File: src/rtl/beam_alignment_l1.sv
// beam_alignment_l1: L1 delay-and-sum beamformer with one power-threshold trigger per beam.
// Pipeline: sample history -> aligned sums -> squares -> window power -> registered compare.
module beam_alignment_l1 #(
  parameter int                         NBEAMS      = 8,
  parameter int                         NCHAN       = 8,
  parameter int                         NSAMP       = 8,
  parameter int                         NBITS       = 5,
  parameter int                         MAX_DELAY   = 31,
  parameter logic [NBEAMS*NCHAN*6-1:0]  BEAM_DELAYS = '0
) (
  input  logic                     clk_i,
  input  logic                     rst_ni,
  input  logic [NSAMP*NBITS-1:0]   data_i [NCHAN],
  input  logic [17:0]              thresh_i,
  input  logic [NBEAMS-1:0]        thresh_ce_i,
  input  logic                     update_i,
  output logic [NBEAMS-1:0]        trigger_o
);

  localparam int ABITS = 8;
  localparam int SQBITS = 2 * ABITS;
  localparam int PBITS = 18;
  localparam int HIST = (MAX_DELAY + NSAMP - 1) / NSAMP + 1;
  localparam int DEPTH = HIST * NSAMP;

  // Newest-first history: tap m of channel j holds x_j[NSAMP*t + NSAMP-1 - m].
  logic signed [NBITS-1:0] hist_reg [NCHAN][DEPTH];

  function automatic logic signed [NBITS-1:0] to_signed(input logic [NBITS-1:0] raw);
    return {~raw[NBITS-1], raw[NBITS-2:0]};
  endfunction

  function automatic int delay_of(input int b, input int j);
    int d;
    d = int'(BEAM_DELAYS[(b*NCHAN+j)*6 +: 6]);
    if (d > MAX_DELAY) d = MAX_DELAY;
    return d;
  endfunction

  always_ff @(posedge clk_i or negedge rst_ni) begin
    if (!rst_ni) begin
      for (int j = 0; j < NCHAN; j++)
        for (int m = 0; m < DEPTH; m++)
          hist_reg[j][m] <= '0;
    end else begin
      for (int j = 0; j < NCHAN; j++) begin
        for (int m = 0; m < NSAMP; m++)
          hist_reg[j][m] <= to_signed(data_i[j][(NSAMP-1-m)*NBITS +: NBITS]);
        for (int m = NSAMP; m < DEPTH; m++)
          hist_reg[j][m] <= hist_reg[j][m-NSAMP];
      end
    end
  end

  genvar gi;
  generate
    for (gi = 0; gi < NBEAMS; gi++) begin : g_beam
      logic signed [ABITS-1:0]  align_next [NSAMP];
      logic signed [ABITS-1:0]  align_reg  [NSAMP];
      logic        [SQBITS-1:0] sq_next    [NSAMP];
      logic        [SQBITS-1:0] sq_reg     [NSAMP];
      logic        [PBITS-1:0]  power_next;
      logic        [PBITS-1:0]  power_reg;
      logic        [PBITS-1:0]  pending_reg;
      logic        [PBITS-1:0]  active_reg;
      logic                     trigger_reg;

      // Eight signed 5-bit terms span -128..120, so the 8-bit sum never wraps.
      always_comb begin
        for (int k = 0; k < NSAMP; k++) begin
          align_next[k] = '0;
          for (int j = 0; j < NCHAN; j++)
            align_next[k] = align_next[k]
                          + ABITS'(hist_reg[j][NSAMP-1-k+delay_of(gi, j)]);
        end
      end

      always_comb begin
        for (int k = 0; k < NSAMP; k++)
          sq_next[k] = SQBITS'(align_reg[k]) * SQBITS'(align_reg[k]);
      end

      always_comb begin
        power_next = '0;
        for (int k = 0; k < NSAMP; k++)
          power_next = power_next + PBITS'(sq_reg[k]);
      end

      always_ff @(posedge clk_i or negedge rst_ni) begin
        if (!rst_ni) begin
          for (int k = 0; k < NSAMP; k++) begin
            align_reg[k] <= '0;
            sq_reg[k]    <= '0;
          end
          power_reg   <= '0;
          pending_reg <= '1;
          active_reg  <= '1;
          trigger_reg <= 1'b0;
        end else begin
          for (int k = 0; k < NSAMP; k++) begin
            align_reg[k] <= align_next[k];
            sq_reg[k]    <= sq_next[k];
          end
          power_reg <= power_next;
          if (thresh_ce_i[gi])
            pending_reg <= thresh_i;
          // Same-edge ce and update: active takes the pending value from before this edge.
          if (update_i)
            active_reg <= pending_reg;
          trigger_reg <= (power_reg > active_reg);
        end
      end

      assign trigger_o[gi] = trigger_reg;
    end
  endgenerate

endmodule

File: config.mk
export PLATFORM = sky130hd
export DESIGN_NAME = beam_alignment_l1
export DESIGN_NICKNAME = d
export VERILOG_FILES = /design/src/rtl/beam_alignment_l1.sv
export SDC_FILE = /design/constraint.sdc
export NUM_CORES = 2
export LEC_CHECK = 0
export ABC_CLOCK_PERIOD_IN_PS = 8900
export BUFFER_PORTS_ARGS = -buffer_cell sky130_fd_sc_hd__clkbuf_2
export CORE_MARGIN = 2
export CORE_UTILIZATION = 47
export CTS_CLUSTER_DIAMETER = 120
export DETAILED_ROUTE_END_ITERATION = 16
export GPL_TIMING_DRIVEN = 1
export MAX_ROUTING_LAYER = met4
export SETUP_SLACK_MARGIN = 0.02
export SYNTH_ARGS = -nofsm -noshare
export SYNTH_HDL_FRONTEND = slang
export SYNTH_SLANG_ARGS = --single-unit
File: constraint.sdc
create_clock -name clk_i -period 8.9 [get_ports clk_i]
set_clock_uncertainty 0.15 [all_clocks]
set_input_delay 1.78 -clock clk_i [delete_from_list [all_inputs] [get_ports clk_i]]
set_output_delay 1.78 -clock clk_i [all_outputs]
set_load 0.02 [all_outputs]
==> flow_summary_export.csv <==
group,metric,value,unit
cts,clkSinkCount,818,
min_path,worst_hold_path_type,"flip-flop to flip-flop",
sta,setup_viol,0,
detailed_routing,drt-total-wl,107000,um
sta,rsz0062_at_grt,"no",
synthesis,ys_async_sr_fraction,100,%
setup_path,cp.arrival,5.13,ns
floorplan,core_area,118000,sq um
cts,cts.reportedPaths.clkPinSlew,0.06,ns
detailed_routing,drtAntennaViolNets,0,
sta,timing.hold.ws,0.316,ns
global_routing,antenna_found_initial,2,
synthesis,avgSynthCellArea,11.3,sq um
placement,numPortBuffers,356,
cts,clockRootBuffer,"clkbuf_16",
cts,cts_buffers,94,
cts,cts_tree,"built",
cells_and_area,n_fill_cell,10400,
cts,clk_latency,0.70,ns
sta,finalHoldViolations,0,
global_routing,grt_max_degree,158,
detailed_routing,drt-wirelength-per-cell,15.4,um
cts,cts.path.max_buffers,3,
setup_path,cp-start-kind,"flip-flop",
sta,max_slew_margin,38.8,%
synthesis,synth_area,56100,sq um
setup_path,worstSetupPathType,"flip-flop to flip-flop",
synthesis,postSynthCellCount,4953,
sta,slew_violations,0,
sta,period_minus_slack,4.74,ns
synthesis,synth_top_area_share,24.8,%
floorplan,chipHeight,349,um
detailed_routing,viasPerCell,4.76,
synthesis,synth_edf_count,0,
synthesis,synth_area_leader_cell,"fa_1",
synthesis,ys_seq_elements,818,
cells_and_area,synthToLayoutAreaGrowth,11.8,%
detailed_routing,drt_pass1_iterations,5,
synthesis,yosys-top-cells-area,"fa_1 (25%), dfrtp_1 (24%), dfstp_2 (13%)",
cells_and_area,nets,6807,
cells_and_area,largest_reg_flops,320,
sta,min_period_over_period,53.3,%
sta,tightestPinTransition,0.894,ns
placement,place_inst,6757,
placement,dp_hpwl,83700,um
synthesis,yosysWarningCount,0,
cts,htreeDepth,3,
floorplan,die_area,122000,sq um
detailed_routing,routed-via-count,33000,
global_routing,grt_pass1_wl,180000,um
placement,gp_congestion,0.849,
detailed_routing,drc_errors,0,
floorplan,io_pins,357,
job,cap_violations,0,
cts,cts_resized,0,
setup_path,crit_path_end_kind,"flip-flop",
cts,post_cts_buffers,0,
global_routing,track_usage,19.1,%
synthesis,ys_seq_area_share,37.1,%
floorplan,start_util,47.4,%
sta,fin_setup_tns,0,ns
cells_and_area,drive_above_1_share,18.6,%
cells_and_area,layout.cells.non_filler,6928,
detailed_routing,drt-initial-drc-count,1271,
floorplan,dieWidth,349,um
status,outcome,"finished, final reports clean",
global_routing,grt_overflow,0,
global_routing,grt_pass1_vias,36000,
setup_path,cp.required,9.29,ns
cells_and_area,utilization,53.0,%
setup_path,critPathMaxFanout,15,
synthesis,ys_types,67,
cts,cts-hold-fix-buffers,0,
floorplan,fp-row-count,126,
synthesis,ys.flop_type,"dfrtp_1",
sta,max_freq,211,MHz
==> cell type report <==
| cell class | instances | area [sq um] | area share (%) |
|---|---|---|---|
| Inverter | 1262 | 4740 | 7.55 |
| Clock inverter | 33 | 453 | 0.722 |
| Sequential cell | 818 | 20800 | 33.2 |
| Timing Repair Buffer | 367 | 1920 | 3.06 |
| Multi-Input combinational cell | 2774 | 30100 | 48.0 |
| Tap cell | 1536 | 1920 | 3.06 |
| Clock buffer | 136 | 2730 | 4.35 |
| Antenna cell | 2 | 5.00 | 0.00798 |
==> critical path, stage by stage, from the launching register on <==
cell and delay (ns):
dfrtp_1 0.60, and2_1 0.26, xnor2_1 0.14, ha_1 0.27
fa_1 0.51, fa_1 0.54, inv_1 0.05, fa_1 0.47
inv_1 0.04, ha_1 0.31, o21ai_0 0.13, a21boi_0 0.41
o221ai_1 0.31, o311ai_0 0.40
==> synthesized netlist by cell type (all sizes together), types with 18 or more instances <==
| master | number |
|---|---|
| inv | 1262 |
| fa | 695 |
| dfrtp | 530 |
| ha | 446 |
| dfstp | 288 |
| nand2 | 265 |
| xnor2 | 215 |
| o21ai | 199 |
| mux2 | 159 |
| a21oi | 124 |
| and2 | 122 |
| nor2 | 98 |
| clkbuf | 85 |
| a21o | 70 |
| nor2b | 56 |
| nand3 | 33 |
| nand4 | 27 |
| nand2b | 23 |
| nor3 | 21 |
| xor2 | 20 |
| a31o | 18 |
| o21a | 18 |
==> routing by layer <==
| layer | up-vias | track usage (%) | share of wire (%) |
|---|---|---|---|
| met5 | - | - | 0 |
| met4 | 0 | 5.37 | 2.6 |
| met3 | 145 | 2.59 | 3.0 |
| met2 | 422 | 32.2 | 50 |
| met1 | 16500 | 24.4 | 44 |
| li1 | 15800 | - | - |
==> cells by family after synthesis <==
logic type / after synthesis / synth area share [%]
AO/OA/AOI/OAI: 530 / 5.87
XOR/XNOR: 235 / 3.67
adder cells (fa/ha/maj): 1141 / 34.8
buffers and inverters: 1363 / 9.18
flip-flops: 818 / 37.1
multiplexers: 161 / 3.23
other: 2 / 0.0134
AND/OR/NAND/NOR: 703 / 6.15
==> per-stage QoR <==
step | setup slack, ns | cell area, sq um
2_1_floorplan | 4.36 | 56100
3_3_place_gp | 4.28 | 59500
3_5_place_dp | 4.23 | 59500
4_1_cts | 4.20 | 62700
5_1_grt | 3.70 | 62700
6_report | 4.16 | 62700
==> cells in the final DEF (no fill, tap or decap), types with 6 or more instances in the layout <==
cell type / count
nor4_1: 14
or3_1: 10
fa_1: 695
a21oi_1: 123
clkbuf_8: 22
o2111ai_1: 8
clkbuf_1: 20
bufinv_16: 6
buf_4: 8
o21ai_0: 195
clkbuf_2: 354
inv_1: 1262
or2_2: 8
and3_1: 13
dfrtp_1: 530
nor2_1: 98
a31o_2: 17
nor3_1: 21
and2_1: 122
nand3_1: 33
nand4_1: 27
a2111oi_0: 7
inv_6: 6
clkbuf_16: 94
o21a_1: 18
a21o_1: 68
o21bai_1: 14
dfstp_2: 288
xnor2_1: 215
nor2b_1: 56
mux2_2: 159
clkinv_2: 7
a31oi_1: 16
a211oi_1: 13
clkinvlp_4: 8
ha_1: 446
xor2_1: 20
nand2b_1: 23
nand2_1: 265
==> path summary, 6_finish.rpt <==
path	startpoint	endpoint	slack, ns	depth (start not counted)
min in group asynchronous	rst_ni	hist_reg[380]$_DFF_PN0_	1.03	1
min reg2reg	g_beam[1].pending_reg[4]$_DFFE_PN1P_	g_beam[1].active_reg[4]$_DFFE_PN1P_	0.32	2
min	g_beam[1].pending_reg[4]$_DFFE_PN1P_	g_beam[1].active_reg[4]$_DFFE_PN1P_	0.32	2
max in group asynchronous	rst_ni	g_beam[5].sq_reg[123]$_DFF_PN0_	5.69	3
max reg2reg	g_beam[0].align_reg[63]$_DFF_PN0_	g_beam[5].sq_reg[126]$_DFF_PN0_	4.16	13
max	g_beam[0].align_reg[63]$_DFF_PN0_	g_beam[5].sq_reg[126]$_DFF_PN0_	4.16	13
Power is not shown: default switching activity piles up to over one toggle a cycle in this logic, so the estimate is an artifact.
